File: config.mk
export PLATFORM = sky130hd
export DESIGN_NAME = alu_arbiter
export DESIGN_NICKNAME = d
export VERILOG_FILES = /design/src/rtl/alu_arbiter.sv
export SDC_FILE = /design/constraint.sdc
export NUM_CORES = 1
export LEC_CHECK = 0
export CORE_AREA = 8 8 109 111
export CTS_BUF_LIST = sky130_fd_sc_hd__clkbuf_8 sky130_fd_sc_hd__clkbuf_16
export DETAILED_ROUTE_END_ITERATION = 6
export DIE_AREA = 0 0 117 119
export DONT_BUFFER_PORTS = 1
export GPL_ROUTABILITY_DRIVEN = 0
export PLACE_DENSITY = 0.63
export SLEW_MARGIN = 20
export SYNTH_ARGS = -nofsm -noshare
export SYNTH_HDL_FRONTEND = slang
export SYNTH_SLANG_ARGS = --single-unit
File: constraint.sdc
create_clock -name clk -period 4.1 [get_ports clk]
set_clock_uncertainty 0.2 [all_clocks]
set_input_delay 0.615 -clock clk [delete_from_list [all_inputs] [get_ports clk]]
set_output_delay 0.615 -clock clk [all_outputs]
set_load 0.005 [all_outputs]
File: src/rtl/alu_arbiter.sv
// alu_arbiter
// Shares one combinational ALU among NUM_REQ requesters. A round-robin
// arbiter accepts one request at a time, holds its operation in registers
// that drive the ALU for one cycle, then returns the captured result
// tagged with the requester index. At most one operation is in flight.
//
// Ports:
//   clk, rst                     clock, synchronous active-high reset
//   req_valid/req_ready          per-requester request handshake (ready one-hot or zero)
//   req_fn/req_funct7/req_a/req_b  per-requester operation, requester i at slice i
//   alu_fn/alu_funct7/alu_a/alu_b  operation presented to the shared ALU
//   alu_out                      shared ALU result
//   rsp_valid/rsp_ready          response handshake
//   rsp_id/rsp_data              issuing requester index and result
module alu_arbiter #(
    parameter int NUM_REQ = 2,
    parameter int WIDTH   = 32,
    parameter int FN_W    = 3,
    parameter int ID_W    = (NUM_REQ > 1) ? $clog2(NUM_REQ) : 1
) (
    input  logic                     clk,
    input  logic                     rst,
    input  logic [NUM_REQ-1:0]       req_valid,
    output logic [NUM_REQ-1:0]       req_ready,
    input  logic [NUM_REQ*FN_W-1:0]  req_fn,
    input  logic [NUM_REQ*7-1:0]     req_funct7,
    input  logic [NUM_REQ*WIDTH-1:0] req_a,
    input  logic [NUM_REQ*WIDTH-1:0] req_b,
    output logic [FN_W-1:0]          alu_fn,
    output logic [6:0]               alu_funct7,
    output logic [WIDTH-1:0]         alu_a,
    output logic [WIDTH-1:0]         alu_b,
    input  logic [WIDTH-1:0]         alu_out,
    output logic                     rsp_valid,
    input  logic                     rsp_ready,
    output logic [ID_W-1:0]          rsp_id,
    output logic [WIDTH-1:0]         rsp_data
);

    typedef enum logic [1:0] {
        IDLE,
        EXEC,
        RESP
    } state_t;

    state_t              r_state;
    state_t              w_state_next;
    logic [ID_W-1:0]     r_rr_ptr;
    logic [FN_W-1:0]     r_op_fn;
    logic [6:0]          r_op_funct7;
    logic [WIDTH-1:0]    r_op_a;
    logic [WIDTH-1:0]    r_op_b;
    logic [ID_W-1:0]     r_op_id;
    logic                r_rsp_valid;
    logic [ID_W-1:0]     r_rsp_id;
    logic [WIDTH-1:0]    r_rsp_data;

    logic [NUM_REQ-1:0]  w_grant;
    logic                w_grant_any;
    logic [ID_W-1:0]     w_grant_id;
    logic [ID_W:0]       w_sum;
    logic [ID_W-1:0]     w_idx;
    logic [ID_W-1:0]     w_ptr_next;
    logic [FN_W-1:0]     w_sel_fn;
    logic [6:0]          w_sel_funct7;
    logic [WIDTH-1:0]    w_sel_a;
    logic [WIDTH-1:0]    w_sel_b;

    // Round-robin scan starting at r_rr_ptr. The wrap is an explicit
    // subtraction so non-power-of-two NUM_REQ never yields an index
    // outside 0..NUM_REQ-1. Only req_valid feeds this path.
    always_comb begin
        w_grant     = '0;
        w_grant_any = 1'b0;
        w_grant_id  = '0;
        w_sum       = '0;
        w_idx       = '0;
        for (int unsigned k = 0; k < NUM_REQ; k++) begin
            w_sum = {1'b0, r_rr_ptr} + (ID_W+1)'(k);
            if (w_sum >= (ID_W+1)'(NUM_REQ)) begin
                w_sum = w_sum - (ID_W+1)'(NUM_REQ);
            end
            w_idx = w_sum[ID_W-1:0];
            if (!w_grant_any && req_valid[w_idx]) begin
                w_grant_any    = 1'b1;
                w_grant_id     = w_idx;
                w_grant[w_idx] = 1'b1;
            end
        end
    end

    always_comb begin
        w_sel_fn     = '0;
        w_sel_funct7 = '0;
        w_sel_a      = '0;
        w_sel_b      = '0;
        for (int unsigned i = 0; i < NUM_REQ; i++) begin
            if (w_grant[i]) begin
                w_sel_fn     = req_fn[i*FN_W +: FN_W];
                w_sel_funct7 = req_funct7[i*7 +: 7];
                w_sel_a      = req_a[i*WIDTH +: WIDTH];
                w_sel_b      = req_b[i*WIDTH +: WIDTH];
            end
        end
    end

    assign w_ptr_next = (w_grant_id == ID_W'(NUM_REQ - 1)) ? '0 : w_grant_id + ID_W'(1);

    always_comb begin
        w_state_next = r_state;
        req_ready    = '0;
        case (r_state)
            IDLE: begin
                req_ready = w_grant;
                if (w_grant_any) begin
                    w_state_next = EXEC;
                end
            end
            EXEC: w_state_next = RESP;
            RESP: begin
                if (rsp_ready) begin
                    w_state_next = IDLE;
                end
            end
            default: w_state_next = IDLE;
        endcase
    end

    always_ff @(posedge clk) begin
        if (rst) begin
            r_state     <= IDLE;
            r_rr_ptr    <= '0;
            r_op_fn     <= '0;
            r_op_funct7 <= '0;
            r_op_a      <= '0;
            r_op_b      <= '0;
            r_op_id     <= '0;
            r_rsp_valid <= 1'b0;
            r_rsp_id    <= '0;
            r_rsp_data  <= '0;
        end else begin
            r_state <= w_state_next;
            case (r_state)
                IDLE: begin
                    if (w_grant_any) begin
                        r_op_fn     <= w_sel_fn;
                        r_op_funct7 <= w_sel_funct7;
                        r_op_a      <= w_sel_a;
                        r_op_b      <= w_sel_b;
                        r_op_id     <= w_grant_id;
                        r_rr_ptr    <= w_ptr_next;
                    end
                end
                EXEC: begin
                    r_rsp_data  <= alu_out;
                    r_rsp_id    <= r_op_id;
                    r_rsp_valid <= 1'b1;
                end
                RESP: begin
                    if (rsp_ready) begin
                        r_rsp_valid <= 1'b0;
                    end
                end
                default: r_rsp_valid <= 1'b0;
            endcase
        end
    end

    // ALU inputs come straight from the op registers in every state.
    assign alu_fn     = r_op_fn;
    assign alu_funct7 = r_op_funct7;
    assign alu_a      = r_op_a;
    assign alu_b      = r_op_b;
    assign rsp_valid  = r_rsp_valid;
    assign rsp_id     = r_rsp_id;
    assign rsp_data   = r_rsp_data;

endmodule

==> results.toml, run 1 <==
[grt]
grt_pass1_vias = 3776
grt-ovfl-total = 0
antenna_found_initial = 0
gr-usage-all-layers_pct = 19.0
grt_max_degree = 73
grt_pass1_wl_mm = 20.8

[sta]
tns_ps = 0
slew_violations = 0
maxSlewHeadroom_pct = 50.2
setup_violations = 0
clock.fmax_ghz = 0.427
timing.final.hold_violations = 0
timing.final.crit_share_pct = 57.1
period_needed_ps = 2340
worst_slew_pin_slew_ps = 745
whs_ps = 101
rsz0062_at_grt = "no"

[yosys]
syn_inst = 517
synth-simple-area-share_pct = 12.6
synth-xor-area-share_pct = 0
netlist_area_sq_um = 4560
yosysWarnings = 0
synthTopCellsByArea = "dfxtp_1 (49%), a221o_1 (9.4%), a21oi_1 (7.2%), a32oi_1 (5.8%), nand2_1 (5.4%)"
synth_top_cell_by_area = "dfxtp_1"
postSynthAreaPerCell_sq_um = 8.82
synth_top_family_by_area = "compound AO/OA/AOI/OAI gates"
synth-seq-cells = 112
yosysSeqAreaShare_pct = 49.2
muxShareOfSynthArea_pct = 0
synth_nets = 702
synth_compound_area_share_pct = 28.5
synth_fa_ha_area_share_pct = 0
ys_types = 28
synth_top_cell_area_share_pct = 49.2

[worst_setup_path]
crit_arrival_ps = 1520
cp-end-kind = "output pin"
crit_fanout = 33
startpoint_type = "flop"
crit_end = "req_ready[1]"
crit_start = "r_rr_ptr"
criticalPathCategory = "flop to output pin"
r2r_start = "r_rr_ptr"
regToRegSetupSlack_ps = 2080
reg2reg_to = "alu_a[27]"
cp_data_required_time_ps = 3280
rr_worst_depth = 5

[finish]
layout.nets = 664
nFillCells = 996
syn2layout_area_growth_pct = 4.34
final_util_pct = 47.1
diodes = 0
final_common_cell = "dfxtp_1"
layout_common_cells = "dfxtp_1 (112), nand2_1 (66), a21oi_1 (66)"
drive_gt1_share_pct = 6.40
final_area_sq_um = 4760

[detailed_routing]
via_count = 3832
drc = 0
drt_first_pass_iters = 5
ant_nets = 0
wl_mm = 14.3
drtIter0Drc = 251
wl_per_cell_microns = 23.0
avgViaCountPerCell = 6.18

[hold_path]
min_path_type = "input port to flop"

[clock_network]
tritoncts = "done"
clk_latency_ps = 350
clock_sinks = 112
cts-root-buf = "clkbuf_8"
postCtsHoldBufs = 0
cts_setup_buffers = 0
ctsResizeCount = 0
h-tree-depth = 3
cts_buffer_depth = 2
cts_buffers = 9
path_clk_slew_ps = 110

[status]
status = "finished, final reports clean"

[power]
vdd_drop_max_v = 0.000197
power_density_nw_per_um2 = 477
p_leak_nw = 1.79

[placed_design]
port_buffers = 0
place_hpwl_mm = 10.9
dpl_cell_area_sq_um = 4510

[die]
fp.dieH_microns = 119
dieArea_sq_um = 13900
core_area_sq_um = 10100
core.rowCount = 37
die_x_microns = 117
start_util_pct = 45.2
pin_count = 295

[run]
maxCapViolations = 0
## logic make-up (layout without fill, tap and decap cells)
group	count (synthesis)	after routing
simple gates	129	129
compound gates	176	176
flops	112	112
buf+inv	100	67
## report_power, final
group / leakage, nW / internal, mW / switching, mW
registers: 0.922 / 1.20 / 0.0994
clock network: 0.106 / 0.291 / 0.377
logic: 0.757 / 0.124 / 0.179
total: 1.79 / 1.61 / 0.656
## area by class of cell
cell class	instances	area [sq um]	area share (%)
flip-flops and latches	112	2240	47.1
clock buffers	9	124	2.60
repair buffers	7	72.6	1.53
clock inverters	7	77.6	1.63
inverters	44	165	3.47
well taps	136	170	3.58
multi-input cells	305	1900	40.0
## synth_stat cells
cell type and number:
a21oi_1 66, o21ai_0 2, nor3_1 45, nand4_1 2, nor2_1 6, nor2_2 1
nor2b_1 2, clkbuf_1 41, inv_1 44, a21boi_1 1, buf_1 1, clkbuf_2 1
a32oi_1 30, dfxtp_1 112, buf_6 8, nand2_1 66, a311oi_1 1, nand3_1 1
a221o_1 43, a21bo_2 1, buf_2 5, a21oi_2 1, and4b_1 1, or3_1 1
nand2b_1 2, a211oi_1 30, a31oi_1 1, or2_2 2
## stage by stage
stage	std cells	total power, mW	worst slack, ps
6_report	620	2.27	1760
5_1_grt	620	2.39	1610
4_1_cts	619	2.29	1730
3_5_place_dp	603	1.62	1440
3_3_place_gp	603	1.61	1490
2_1_floorplan	517	1.56	1850
## worst min path at each step
stage                        from            to  slack, ps  cells past startpoint
after CTS                     rst  rsp_data[17]         80                      1
after floorplan           r_op_id        rsp_id        230                      2
after detailed placement  r_op_id        rsp_id        250                      2
after global placement    r_op_id        rsp_id        240                      2
after global routing          rst   rsp_data[0]         70                      1
final                         rst  rsp_data[17]        100                      1
## registers in the layout, indices dropped and copies added, names as in the netlist
signal and cells:
r_rr_ptr 1, alu_fn 3, rsp_data 32, r_state 2, alu_a 32, rsp_valid 1
alu_funct7 7, alu_b 32, rsp_id 1, r_op_id 1
## worst max-delay path: stages (launching register included)
cell and delay [ps]:
dfxtp_1 440, nand2b_1 130, buf_4 300, nand3_1 160
inv_1 120
## per-layer routing
layer	track usage (%)	vias up	part of all wire, %
met5	0	-	0
met2	32.9	220	50
met3	8.08	20	12
met4	8.17	0	2.1
li1	-	1805	-
met1	19.5	1787	36
(Power assumes the default switching activity.)
==> run 2, diff against run 1 <==
==> constraint.sdc (replaced) <==
create_clock -name clk -period 2.4 [get_ports clk]
set_clock_uncertainty 0.2 [all_clocks]
set_input_delay 0.36 -clock clk [delete_from_list [all_inputs] [get_ports clk]]
set_output_delay 0.36 -clock clk [all_outputs]
set_load 0.005 [all_outputs]
==> run 2 against run 1 <==
Sequential power grew 71%. Global-route usage grew 2.1 points. Clock-buffer cell count grew 1. Cell count grew 14%. Clock power grew 75%. Sequential cell count is the same. Combinational power grew 120%. Final area grew 18%. Die area is the same. Sequential share of layout area shrank 7.2 points. Worst hold slack lost 44 ps. Critical path type is now flop to flop. Highest routed layer unchanged.
==> results.toml, run 2 (synthesis results as in run 1) <==
[clock_network]
cts-root-buf = "clkbuf_8"
cts_buffers = 9
cts_buffer_depth = 2
h-tree-depth = 3
clock_sinks = 112
path_clk_slew_ps = 100
ctsResizeCount = 0
tritoncts = "done"
clk_latency_ps = 360

[run]
maxCapViolations = 0

[worst_setup_path]
cpPeakStageDelay_ps = 550
regToRegSetupSlack_ps = 170
cp_data_required_time_ps = 2510
criticalPathCategory = "flop to flop"
crit_arrival_ps = 2340
r2r_start = "r_state[1]"
cp-end-kind = "flop"
startpoint_type = "flop"
reg2reg_to = "alu_b[14]"
crit_fanout = 27
critPathMostFrequentCell = "buf_4"
crit_chain = "nor2_2, buf_4, buf_4, nand4_1, a31oi_1, dlygate4sd3_1"
rr_worst_depth = 6
critPathBufInv = 3
crit_family = "buffers and inverters"
crit_slowest_cell = "dlygate4sd3_1"

[finish]
final_area_sq_um = 5610
drive_gt1_share_pct = 6.49
syn2layout_area_growth_pct = 23.1
final_common_cell = "dfxtp_1"
nFillCells = 892
layout.nets = 750
layout_common_cells = "dfxtp_1 (112), dlygate4sd3_1 (80), nand2_1 (66), a21oi_1 (66), nor3_1 (45)"

[sta]
setup_violations = 0
rsz0062_at_grt = "no"
timing.final.hold_violations = 0
maxSlewHeadroom_pct = 57.9
timing.final.crit_share_pct = 93.0
worst_slew_pin_slew_ps = 632
period_needed_ps = 2230
tns_ps = 0
clock.fmax_ghz = 0.448
slew_violations = 0

[hold_path]
hold_depth = 2
min-delay-start = "req_a[7]"
min_path_type = "input port to flop"
hold_end = "alu_a[7]"

[detailed_routing]
via_count = 4210
drc = 0
drtIter0Drc = 539
drt_first_pass_iters = 5
wl_per_cell_microns = 22.3
avgViaCountPerCell = 5.95
wl_mm = 15.7
ant_nets = 0

[placed_design]
dpl_cell_area_sq_um = 4570
place_hpwl_mm = 11.0
port_buffers = 0

[die]
fp.dieH_microns = 119
dieArea_sq_um = 13900
pin_count = 295
core_area_sq_um = 10100
start_util_pct = 45.2
core.rowCount = 37
die_x_microns = 117

[grt]
grt_pass1_vias = 4178
grt_max_degree = 70
gr-usage-all-layers_pct = 21.1
antenna_found_initial = 1
grt_pass1_wl_mm = 23.3
grt-ovfl-total = 0

[power]
p_leak_nw = 2.15
power_density_nw_per_um2 = 724
vdd_drop_max_v = 0.000344

[status]
status = "finished, final reports clean"
==> run 2: what timing repair did <==
item | 4_1_cts | 5_1_grt
hold endpoints to repair | 112 | 0
setup buffers | 0 | 0
endpoints found under the setup margin | 0 | 0
hold buffers | 81 | 0
==> run 2: worst max path at each step <==
stage | start | end | slack (ps) | cells past startpoint
floorplan | req_valid[1] | req_ready[0] | 660 | 5
global placement | req_valid[1] | alu_a[17] | 580 | 4
detailed placement | req_valid[1] | alu_funct7[4] | 550 | 4
CTS | r_state[1] | alu_b[14] | 180 | 6
global route | r_state[1] | alu_b[14] | 20 | 6
finish | r_state[1] | alu_b[14] | 170 | 6
==> run 2: metrics by stage <==
stage	utilization, %	hold WS (ps)	std cells	setup slack, ps	power [mW]
finish	55.6	56.8	707	167	4.06
global route	55.6	41.3	707	24.1	4.26
floorplan	-	228	517	662	2.66
global placement	45.3	235	609	582	2.77
CTS	55.6	31.7	706	175	4.10
detailed placement	45.3	239	609	553	2.80
==> run 2: area by class of cell <==
type	count	area, sq um	share of cell area (%)
diodes	1	2.50	0.0446
clock buffers	10	138	2.45
clock inverters	6	73.8	1.32
inverters	44	165	2.94
multi-input cells	305	1890	33.7
flip-flops and latches	112	2240	40.0
well taps	136	170	3.03
repair buffers	93	931	16.6
==> run 2: metal layers <==
metal	vias up	share of wire, %	track usage, %
met5	-	0	0
met4	0	2.0	7.61
met3	29	12	8.64
met2	234	49	35.8
met1	1974	37	23.0
li1	1973	-	-
==> run 2: worst register-to-register path: cells and delay by family (launching register included) <==
family	cells	cell delay, ps
compound gates	1	170
flops	1	380
buf+inv	3	1070
simple gates	2	370
==> run 2: report_power, final <==
part / internal (mW) / switching (mW) / total (mW)
clock network: 0.527 / 0.647 / 1.17
logic: 0.310 / 0.360 / 0.670
registers: 2.04 / 0.174 / 2.22
total: 2.88 / 1.18 / 4.06
